===== src/rtl/adc_pkg.sv =====
// Shared types and default parameters for the ADC0809-style converter
// responder: FSM state encoding, default widths and default timing.
package adc_pkg;

   localparam int DW_DEF       = 8;
   localparam int ADDR_W_DEF   = 2;
   localparam int EOC_DLY_DEF  = 2;
   localparam int CONV_CYC_DEF = 8;

   typedef enum logic [1:0] {
      IDLE  = 2'd0,
      DELAY = 2'd1,
      CONV  = 2'd2
   } adc_state_e;

endpackage


===== src/rtl/adc_edge_det.sv =====
// Single-bit registered rising-edge detector. The output is high during the
// cycle in which the input is 1 and its registered copy is still 0.
module adc_edge_det (
   input  logic clk_i,
   input  logic rst_ni,
   input  logic d_i,
   output logic rise_o
);

   logic d_q;

   // Registered copy of the input, cleared by reset so a high level at
   // reset release is seen as an edge.
   always_ff @(posedge clk_i or negedge rst_ni) begin
      if (!rst_ni) d_q <= 1'b0;
      else         d_q <= d_i;
   end

   assign rise_o = d_i & ~d_q;

endmodule


===== src/rtl/adc0809_responder.sv =====
// Converter side of an ADC0809-style handshake (ALE/START/OE in, EOC and
// data out) used in place of the physical converter. The addressed channel
// is sampled on the START rising edge, EOC falls EOC_DLY cycles later and
// rises CONV_CYC cycles after that, when the result register updates.
// Optional feature macro ADC_OVERRUN_EN adds a sticky 'overrun' output,
// set by a START edge while busy and cleared by a G_D rising edge.
module adc0809_responder
   import adc_pkg::*;
#(
   parameter int DW       = DW_DEF,
   parameter int ADDR_W   = ADDR_W_DEF,
   parameter int EOC_DLY  = EOC_DLY_DEF,
   parameter int CONV_CYC = CONV_CYC_DEF
) (
   input  logic                      clk,
   input  logic                      reset,
   input  logic                      ale,
   input  logic                      start,
   input  logic                      g_d,
   input  logic [ADDR_W-1:0]         addr,
   input  logic [(2**ADDR_W)*DW-1:0] ch_data,
   output logic                      eoc,
   output logic [DW-1:0]             dout,
   output logic                      busy
`ifdef ADC_OVERRUN_EN
   ,
   output logic                      overrun
`endif
);

   localparam int NCH     = 2**ADDR_W;
   localparam int CNT_MAX = (EOC_DLY > CONV_CYC) ? EOC_DLY : CONV_CYC;
   localparam int CNT_W   = (CNT_MAX > 1) ? $clog2(CNT_MAX) : 1;
   localparam logic [CNT_W-1:0] DLY_LOAD  = CNT_W'(EOC_DLY - 1);
   localparam logic [CNT_W-1:0] CONV_LOAD = CNT_W'(CONV_CYC - 1);

   logic              ale_rise;
   logic              start_rise;
   adc_state_e        state_q,  state_d;
   logic [CNT_W-1:0]  cnt_q,    cnt_d;
   logic              eoc_q,    eoc_d;
   logic [ADDR_W-1:0] addr_l_q, addr_l_d;
   logic [DW-1:0]     sample_q, sample_d;
   logic [DW-1:0]     result_q, result_d;
   logic [ADDR_W-1:0] sel;
   logic [DW-1:0]     ch_sel;

   adc_edge_det u_ale_edge (
      .clk_i  (clk),
      .rst_ni (reset),
      .d_i    (ale),
      .rise_o (ale_rise)
   );

   adc_edge_det u_start_edge (
      .clk_i  (clk),
      .rst_ni (reset),
      .d_i    (start),
      .rise_o (start_rise)
   );

   // Channel select: an address being latched this cycle bypasses addr_l.
   always_comb begin
      sel    = ale_rise ? addr : addr_l_q;
      ch_sel = '0;
      for (int k = 0; k < NCH; k++) begin
         if (sel == ADDR_W'(k)) ch_sel = ch_data[k*DW +: DW];
      end
   end

   // Next-state logic: a START edge always (re)samples and re-enters DELAY;
   // otherwise DELAY and CONV count down to their expiry actions.
   always_comb begin
      state_d  = state_q;
      cnt_d    = cnt_q;
      eoc_d    = eoc_q;
      addr_l_d = ale_rise ? addr : addr_l_q;
      sample_d = sample_q;
      result_d = result_q;
      if (start_rise) begin
         sample_d = ch_sel;
         cnt_d    = DLY_LOAD;
         state_d  = DELAY;
      end else begin
         case (state_q)
            DELAY: begin
               if (cnt_q == '0) begin
                  eoc_d   = 1'b0;
                  cnt_d   = CONV_LOAD;
                  state_d = CONV;
               end else begin
                  cnt_d = cnt_q - CNT_W'(1);
               end
            end
            CONV: begin
               if (cnt_q == '0) begin
                  result_d = sample_q;
                  eoc_d    = 1'b1;
                  state_d  = IDLE;
               end else begin
                  cnt_d = cnt_q - CNT_W'(1);
               end
            end
            default: ;
         endcase
      end
   end

   // State, counter, handshake and data registers; reset discards any
   // conversion in flight.
   always_ff @(posedge clk or negedge reset) begin
      if (!reset) begin
         state_q  <= IDLE;
         cnt_q    <= '0;
         eoc_q    <= 1'b1;
         addr_l_q <= '0;
         sample_q <= '0;
         result_q <= '0;
      end else begin
         state_q  <= state_d;
         cnt_q    <= cnt_d;
         eoc_q    <= eoc_d;
         addr_l_q <= addr_l_d;
         sample_q <= sample_d;
         result_q <= result_d;
      end
   end

   assign eoc  = eoc_q;
   assign busy = (state_q != IDLE);
   assign dout = g_d ? result_q : '0;

`ifdef ADC_OVERRUN_EN
   logic g_d_rise;
   logic overrun_q, overrun_d;

   adc_edge_det u_gd_edge (
      .clk_i  (clk),
      .rst_ni (reset),
      .d_i    (g_d),
      .rise_o (g_d_rise)
   );

   // Sticky overrun flag; a restart in the same cycle as a read wins.
   always_comb begin
      overrun_d = overrun_q;
      if (g_d_rise)           overrun_d = 1'b0;
      if (start_rise && busy) overrun_d = 1'b1;
   end

   // Overrun register.
   always_ff @(posedge clk or negedge reset) begin
      if (!reset) overrun_q <= 1'b0;
      else        overrun_q <= overrun_d;
   end

   assign overrun = overrun_q;
`endif

endmodule


===== config.mk =====
export PLATFORM = sky130hd
export DESIGN_NAME = adc0809_responder
export DESIGN_NICKNAME = d
export VERILOG_FILES = /design/src/rtl/adc_pkg.sv /design/src/rtl/adc_edge_det.sv /design/src/rtl/adc0809_responder.sv
export SDC_FILE = /design/constraint.sdc
export NUM_CORES = 1
export LEC_CHECK = 0
export CORE_AREA = 3 3 67 57
export CTS_CLUSTER_SIZE = 10
export DETAILED_ROUTE_END_ITERATION = 16
export DIE_AREA = 0 0 70 60
export PLACE_DENSITY_LB_ADDON = 0.1
export SYNTH_ARGS = -nofsm -noshare
export SYNTH_HDL_FRONTEND = slang
export SYNTH_SLANG_ARGS = --single-unit
export TNS_END_PERCENT = 50

===== constraint.sdc =====
create_clock -name clk -period 2.05 [get_ports clk]
set_input_delay 0.41 -clock clk [delete_from_list [all_inputs] [get_ports clk]]
set_output_delay 0.41 -clock clk [all_outputs]
set_load 0.05 [all_outputs]

# Word-level counts from Yosys, hierarchy flattened
# Index checks and enable logic that the tools add are counted.
op_classes:
  n_addsub: 1
  eq_ne: 10
  n_mux: 17
  bitwise_logic: 5
  n_reduce_logical: 9
op_table:
  columns: ["op", "n"]
  rows:
  - ["8-bit 2-to-1 mux", 5]
  - ["3-bit 2-to-1 mux", 3]
  - ["3-bit != test (second input constant)", 3]
  - ["2-bit 2-to-1 mux", 4]
  - ["2-bit equality test (second input constant)", 3]
  - ["3-bit case mux with 2 select lines", 1]
  - ["3-bit AND reduction", 2]
  - ["2-bit by 1-bit equality test with 1-bit output (second input constant)", 2]
  - ["2-bit != test (second input constant)", 2]
  - ["2-bit case mux with 2 select lines", 1]
  - ["4-bit AND reduction", 1]
  - ["2-bit nonzero test", 2]
  - ["3-bit logical NOT", 1]
  - ["1-bit inverter", 3]
  - ["3-bit nonzero test", 1]
  - ["3-bit by 1-bit subtractor with 3-bit output (second input constant)", 1]
  - ["1-bit bitwise AND", 2]
  - ["2-bit logical NOT", 1]
  - ["1-bit 2-to-1 mux", 2]
  - ["1-bit case mux with 2 select lines", 1]
  - ["2-bit AND reduction", 1]
totals:
  regBits: 26
  input_bits: 39
  out_inout_bits: 10
  wordCells: 50

# Longest topological paths before layout
# Gate-level depths: netlist of run 1.
depth:
  ltp_word: 8
  ltp_mapped: 6
  depth_no_buf: 6

# Cells and area by module
# A second synthesis of run 1 with hierarchy kept.
unflattened:
  cells_unflattened: 143
  hier_area_um2: 1488.9
modules_own_cells:
  columns: ["mod", "n_inst", "cells_each", "area_each_um2", "seq_area_each_um2"]
  rows:
  - ["adc0809_responder", 1, 139, 1411.4, 601.8]
  - ["adc_edge_det", 2, 2, 38.8, 25.0]

# Least setup slack after synthesis of run 1
# No wires, ideal clock.
synth_path:
  path_type: "flip-flop to flip-flop"
  startpoint: "register cnt_q[0]"
  endpoint: "register result_q[0]"
  setup_time_ns: 0.125
  arrival_time_ns: 1.551
  required_ns: 1.925
  setup_slack_ns: 0.375
  stages_incl_launch_ff: 7
  period_less_slack_ns: 1.675
  cell_sequence: "dfrtp_1 -> inv_1 -> ha_1 -> and2b_1 -> nand2_1 -> nor2_2 -> mux2_2"
synth_between:
  elab_chain_cells: 2
synth_lines:
  columns: ["item", "line", "rtl"]
  rows:
  - ["start, declared", "adc0809_responder.sv:40", "logic [CNT_W-1:0] cnt_q, cnt_d;"]
  - ["start signal, assigned", "adc0809_responder.sv:121", "cnt_q <= cnt_d;"]
  - ["3-bit logical NOT", "adc0809_responder.sv:96", "if (cnt_q == '0) begin"]
  - ["3-bit AND reduction (no source line)", null, null]
  - ["end signal, assigned", "adc0809_responder.sv:125", "result_q <= result_d;"]
  - ["end, declared", "adc0809_responder.sv:44", "logic [DW-1:0] result_q, result_d;"]
# No other way between the ends.
# A chain may end at the register's enable or synchronous reset.

# Final worst setup path of run 1
layout_path:
  startpoint: "register cnt_q[0]"
  endpoint: "register result_q[2]"
# Same word-level chain as after synthesis.

==> results_dict.tcl, run 1 <==
set metrics [dict create \
    vdd_drop_max_mv 0.4419 \
    grt_util_all_layers_pct 18.19 \
    fin_cells 215 \
    die_area_um2 4200 \
    layout-drive-gt1-share_pct 23.43 \
    path_class "reg -> reg" \
    fp.coreArea_um2 3108 \
    slew_headroom_pct 52.58 \
    nNetsFinal 220 \
    synth.distinct_cells 28 \
    synth_fp_nets 166 \
    synth_area_um2 1414 \
    netlist_instances 122 \
    syn-mean-instance-area_um2 11.59 \
    skew_ns 0.001889 \
    fin_crit_ns 1.870 \
    worst_pin_slew_ns 0.7080 \
    async_flop_share_pct 100.0 \
    cts_setup_buffers 0 \
    dr.pass1.iters 4 \
    area_growth_syn_to_layout_pct 47.79 \
    synth_top_area_cell "dfrtp_1" \
    hold_ws_ns 0.5040 \
    crit_path_top_delay_cell "dfrtp_1" \
    fin_ws_ns 0.1797 \
    crit_fanout 8 \
    drv_slew 0 \
    power-per-cell-area_nw_per_um2 876.0 \
    die_w_um 70 \
    setup_violations 0 \
    dp.final_hpwl_um 2727 \
    clockBufferDepth 2 \
    status "complete, no violations" \
    drc_errors 0 \
    gp_congestion 0.8374 \
    start_util_pct 45.49 \
    path_cells "inv_1, ha_1, and2b_1, nand2_1, nor2_2, buf_4, mux2_2" \
    num_antenna_cells 0 \
    cap_violations 0 \
    placed_cells 211 \
    die_y_um 60 \
    drtAntennaViolNets 0 \
    grt_pass1_vias 1249 \
    clk_latency_ns 0.27 \
    ys_warn_count 0 \
    crit_buf_inv 2 \
    yosysTopAreaCellShare_pct 44.25 \
    final_core_utilization_pct 67.23 \
    clkTransAtPathRegs_ns 0.09 \
    cts-root-buf "clkbuf_8" \
    hold_path.class "in -> async" \
    num_io_pins 49 \
    placementRows 18 \
    period_share_pct 91.23 \
    cts_tree "done" \
    final_cell_mix "clkdlybuf4s50_1 (38), dfrtp_1 (25), nand2_1 (10), mux2_4 (9)" \
    endpoint_kind "flip-flop" \
    path_delay_family "simple AND/OR/NAND/NOR gates" \
    grt_max_degree 27 \
    synth_ff_type "dfrtp_1" \
    crit_arrival_ns 2.03 \
    timing.final.hold_violations 0 \
    cts-resized-gates 0 \
    antenna_found_initial 0 \
    p_leak_nw 0.9361 \
    startpoint_type "flip-flop" \
    htree_levels 1 \
    drt_iter0_markers 70 \
    grt_pass1_wl_um 5982 \
    viasPerCell 5.600 \
    fin_setup_tns_ns 0 \
    yosysSeqAreaShare_pct 46.11 \
    place_ws_ns -0.05885 \
    synth_edf_count 0 \
    synth_seq_cells 26 \
    rsz0062_at_grt "false" \
    synth_area_leaders "dfrtp_1 (44%), mux2_4 (9.6%), mux2_2 (6.4%), a2bb2oi_1 (5.0%), o221ai_1 (5.0%)" \
    cts_buffers 3 \
    detail_route.wl_per_cell_um 16.27 \
    cts_hold_buf 0 \
    overflow 0 \
    required_ns 2.21 \
    vias 1204 \
    slowest_delay_ns 0.41 \
    max_freq_ghz 0.5347 \
    wirelength_um 3497 \
    cts.sinks 26 \
    port_buffers 48 \
    final_common_cell "clkdlybuf4s50_1" \
]
[cell families (layout without fill, tap and decap cells)]
| family | count (synthesis) | count (layout) | share of synthesized area, % |
|---|---|---|---|
| xor gates and xnor gates | 1 | 1 | 0.6196 |
| buffers and inverters | 10 | 63 | 3.186 |
| AOI/OAI and AO/OA | 31 | 31 | 16.20 |
| DFF | 26 | 26 | 46.11 |
| adders and majority gates | 5 | 5 | 4.425 |
| muxes | 18 | 18 | 16.73 |
| and+or+nand+nor | 31 | 31 | 12.74 |
[registers in the layout, summed over array words and instances, names as in the netlist]
register          cells
addr_l_q              2
cnt_q                 3
eoc                   1
result_q              8
sample_q              8
state_q               2
u_ale_edge.d_q        1
u_start_edge.d_q      1
[power breakdown]
group,internal (W),switching [W],total [W]
Sequential,0.000634,0.0000672,0.000701
Combinational,0.000384,0.000409,0.000793
Clock,0.000172,0.000164,0.000336
Total,0.00119,0.000640,0.00183
[layer usage]
metal,global-route usage (%),vias up,part of all wire [%]
met4,4.372,0,1.1
met5,0,-,0
li1,-,554,-
met2,32.03,55,50
met3,4.706,4,6.3
met1,22.67,591,43
[path summary, 6_finish.rpt]
kind / from / end / slack, ns / depth (start not counted)
setup / recovery: cnt_q[0] / result_q[2] / 0.18 / 7
setup reg to reg: cnt_q[0] / result_q[2] / 0.18 / 7
min in group clk: result_q[4] / result_q[4] / 0.51 / 1
hold reg to reg: result_q[4] / result_q[4] / 0.51 / 1
max in group asynchronous: reset / eoc / 1.25 / 2
hold / removal: reset / state_q[1] / 0.50 / 2
[per-stage QoR]
stage               power, W  cell area, um2
finish              0.001830            2090
global route        0.001950            2090
CTS                 0.001839            2090
detailed placement  0.001502            2034
global placement    0.001463            2034
floorplan           0.001221            1414
[cell usage after synthesis, drive strengths merged (2+ instances only)]
master	number
mux2	18
and2	8
inv	6
dfrtp	25
ha	5
or2	2
nand2b	4
a21oi	6
a31oi	5
o21ai	2
clkbuf	2
nand2	10
buf	2
a311oi	2
o221ai	8
a2bb2oi	8
nor2	3
[final cells by class]
class                           instances  area (um2)
Fill cell                             226        1018
Timing Repair Buffer                   53       593.1
Tap cell                               40       50.05
Clock buffer                            4       55.05
Sequential cell                        26       651.9
Multi-Input combinational cell         86       716.9
Inverter                                6       22.52
(Power assumes the default switching activity.)
==> run 2: changes to the inputs <==
--- a/config.mk
+++ b/config.mk
@@ -10,6 +10,7 @@
 export DETAILED_ROUTE_END_ITERATION = 16
 export DIE_AREA = 0 0 70 60
 export PLACE_DENSITY_LB_ADDON = 0.1
+export SLEW_MARGIN = 15
 export SYNTH_ARGS = -nofsm -noshare
 export SYNTH_HDL_FRONTEND = slang
 export SYNTH_SLANG_ARGS = --single-unit
==> constraint.sdc (replaced) <==
create_clock -name clk -period 2.05 [get_ports clk]
set_input_delay 0.41 -clock clk [delete_from_list [all_inputs] [get_ports clk]]
set_output_delay 0.41 -clock clk [all_outputs]
set_load 0.01 [all_outputs]
==> results_dict.tcl, run 2 (synthesis results as in run 1) <==
set metrics [dict create \
    status "complete, no violations" \
    swShare_pct 31.39 \
    fin_crit_ns 1.929 \
    path_class "in -> reg" \
    final_cell_mix "clkdlybuf4s50_1 (47), dfrtp_1 (25), nand2_1 (10), mux2_4 (9)" \
    hold_ws_ns 0.5008 \
    final_core_utilization_pct 65.18 \
    power_w 0.001703 \
    power-per-cell-area_nw_per_um2 840.6 \
    port_buffers 48 \
    drc_errors 0 \
    grt_pass1_vias 1136 \
    dr.pass1.iters 4 \
    clockBufferDepth 2 \
    wirelength_um 3338 \
    start_util_pct 45.49 \
    pwr-share-seq_pct 41.2 \
    final_common_cell "clkdlybuf4s50_1" \
    die_area_um2 4200 \
    pwr-share-comb_pct 39.4 \
    cts_setup_buffers 0 \
    place_ws_ns -0.1340 \
    required_ns 2.24 \
    p_leak_nw 0.9000 \
    crit_arrival_ns 2.12 \
    detail_route.wl_per_cell_um 15.53 \
    timing.final.hold_violations 0 \
    rrSetupSlack_ns 0.22 \
    die_y_um 60 \
    max_freq_ghz 0.5183 \
    slew_headroom_pct 47.99 \
    grt_util_all_layers_pct 16.59 \
    hold_path.class "in -> async" \
    period_share_pct 94.11 \
    die_w_um 70 \
    netSwitchingPower_w 0.0005344 \
    cts-root-buf "clkbuf_8" \
    cap_violations 0 \
    vias 1171 \
    rsz0062_at_grt "false" \
    largest_registers "result_q: 8 flops, sample_q: 8 flops, cnt_q: 3 flops" \
    clkTransAtPathRegs_ns 0.09 \
    endpoint_kind "flip-flop" \
    drt_iter0_markers 99 \
    startpoint_type "input pin" \
    fp.coreArea_um2 3108 \
    cts_buffers 3 \
    place_area_um2 1972 \
    drv_slew 0 \
    dp.final_hpwl_um 2640 \
    skew_ns 0.003011 \
    cts.sinks 26 \
    clkPwrFrac_pct 19.5 \
    clk_latency_ns 0.27 \
    setup_violations 0 \
    cts_tree "done" \
    internal-power_w 0.001168 \
    worst_pin_slew_ns 0.7765 \
    gp_congestion 0.8687 \
    nNetsFinal 220 \
    overflow 0 \
    htree_levels 1 \
    area_growth_syn_to_layout_pct 43.27 \
    grt_max_degree 27 \
    grt_pass1_wl_um 5382 \
    num_io_pins 49 \
    drtAntennaViolNets 0 \
    viasPerCell 5.447 \
    placementRows 18 \
    finalInstanceArea_um2 2026 \
    num_antenna_cells 0 \
    layout-drive-gt1-share_pct 17.71 \
    vdd_drop_max_mv 0.4168 \
    antenna_found_initial 0 \
    fin_ws_ns 0.1207 \
    crit_fanout 8 \
]
==> run 2: changes by cell type in the layout (fill, tap and decap cells not counted) <==
| cell | previous run | this run |
|---|---|---|
| buf_12 | 8 | 1 |
| clkdlybuf4s50_1 | 38 | 47 |
| buf_4 | 7 | 4 |
| dlygate4sd2_1 | 0 | 1 |
==> run 2: worst paths after layout <==
path                            cells after the start          end         from
worst min-delay path                                2   state_q[1]        reset
worst min register to register                      1  result_q[3]  result_q[3]
worst max-delay path                                5  sample_q[2]          ale
max in group asynchronous                           2          eoc        reset
worst max register to register                      7  result_q[2]     cnt_q[0]
min in group clk                                    1  result_q[3]  result_q[3]
==> run 2: per-stage QoR <==
| stage | TNS, ns | std cells |
|---|---|---|
| final | 0 | 215 |
| after global routing | 0 | 215 |
| after CTS | 0 | 215 |
| after detailed placement | -1.401 | 211 |
| after global placement | -0.5122 | 211 |
| after floorplan | 0 | 122 |
==> run 2: area by class of cell <==
cell class              count  area [um2]
clock buffers               4       55.05
repair buffers             53       529.3
inverters                   6       22.52
well taps                  40       50.05
fillers                   250        1082
flip-flops and latches     26       651.9
multi-input cells          86       716.9
==> run 2: power groups by stage <==
stage	clock network, W	logic, W	registers (W)
5_1_grt	0.000360	0.000743	0.000714
6_report	0.000332	0.000670	0.000701
4_1_cts	0.000339	0.000671	0.000701
3_5_place_dp	0	0.000667	0.000711
3_3_place_gp	0	0.000649	0.000704
2_1_floorplan	0	0.000441	0.000695
==> run 2: layer usage <==
layer | up-vias | GRT usage [%] | share of wire [%]
met1 | 567 | 21.43 | 44
li1 | 555 | - | -
met2 | 45 | 27.19 | 49
met3 | 4 | 4.706 | 6.3
met5 | - | 0 | 0
met4 | 0 | 5.464 | 0.75
==> run 2: worst max-delay path, cell delays in order <==
cell	delay, ns
clkdlybuf4s50_1	0.55
nand2b_4	0.09
a31oi_1	0.61
o221ai_1	0.26
a2bb2oi_1	0.20
==> run 2: what timing repair did <==
action / in CTS / in global routing
hold buffers: 0 / 0
gates resized for setup: 1 / 0
setup endpoints to repair: 8 / 0
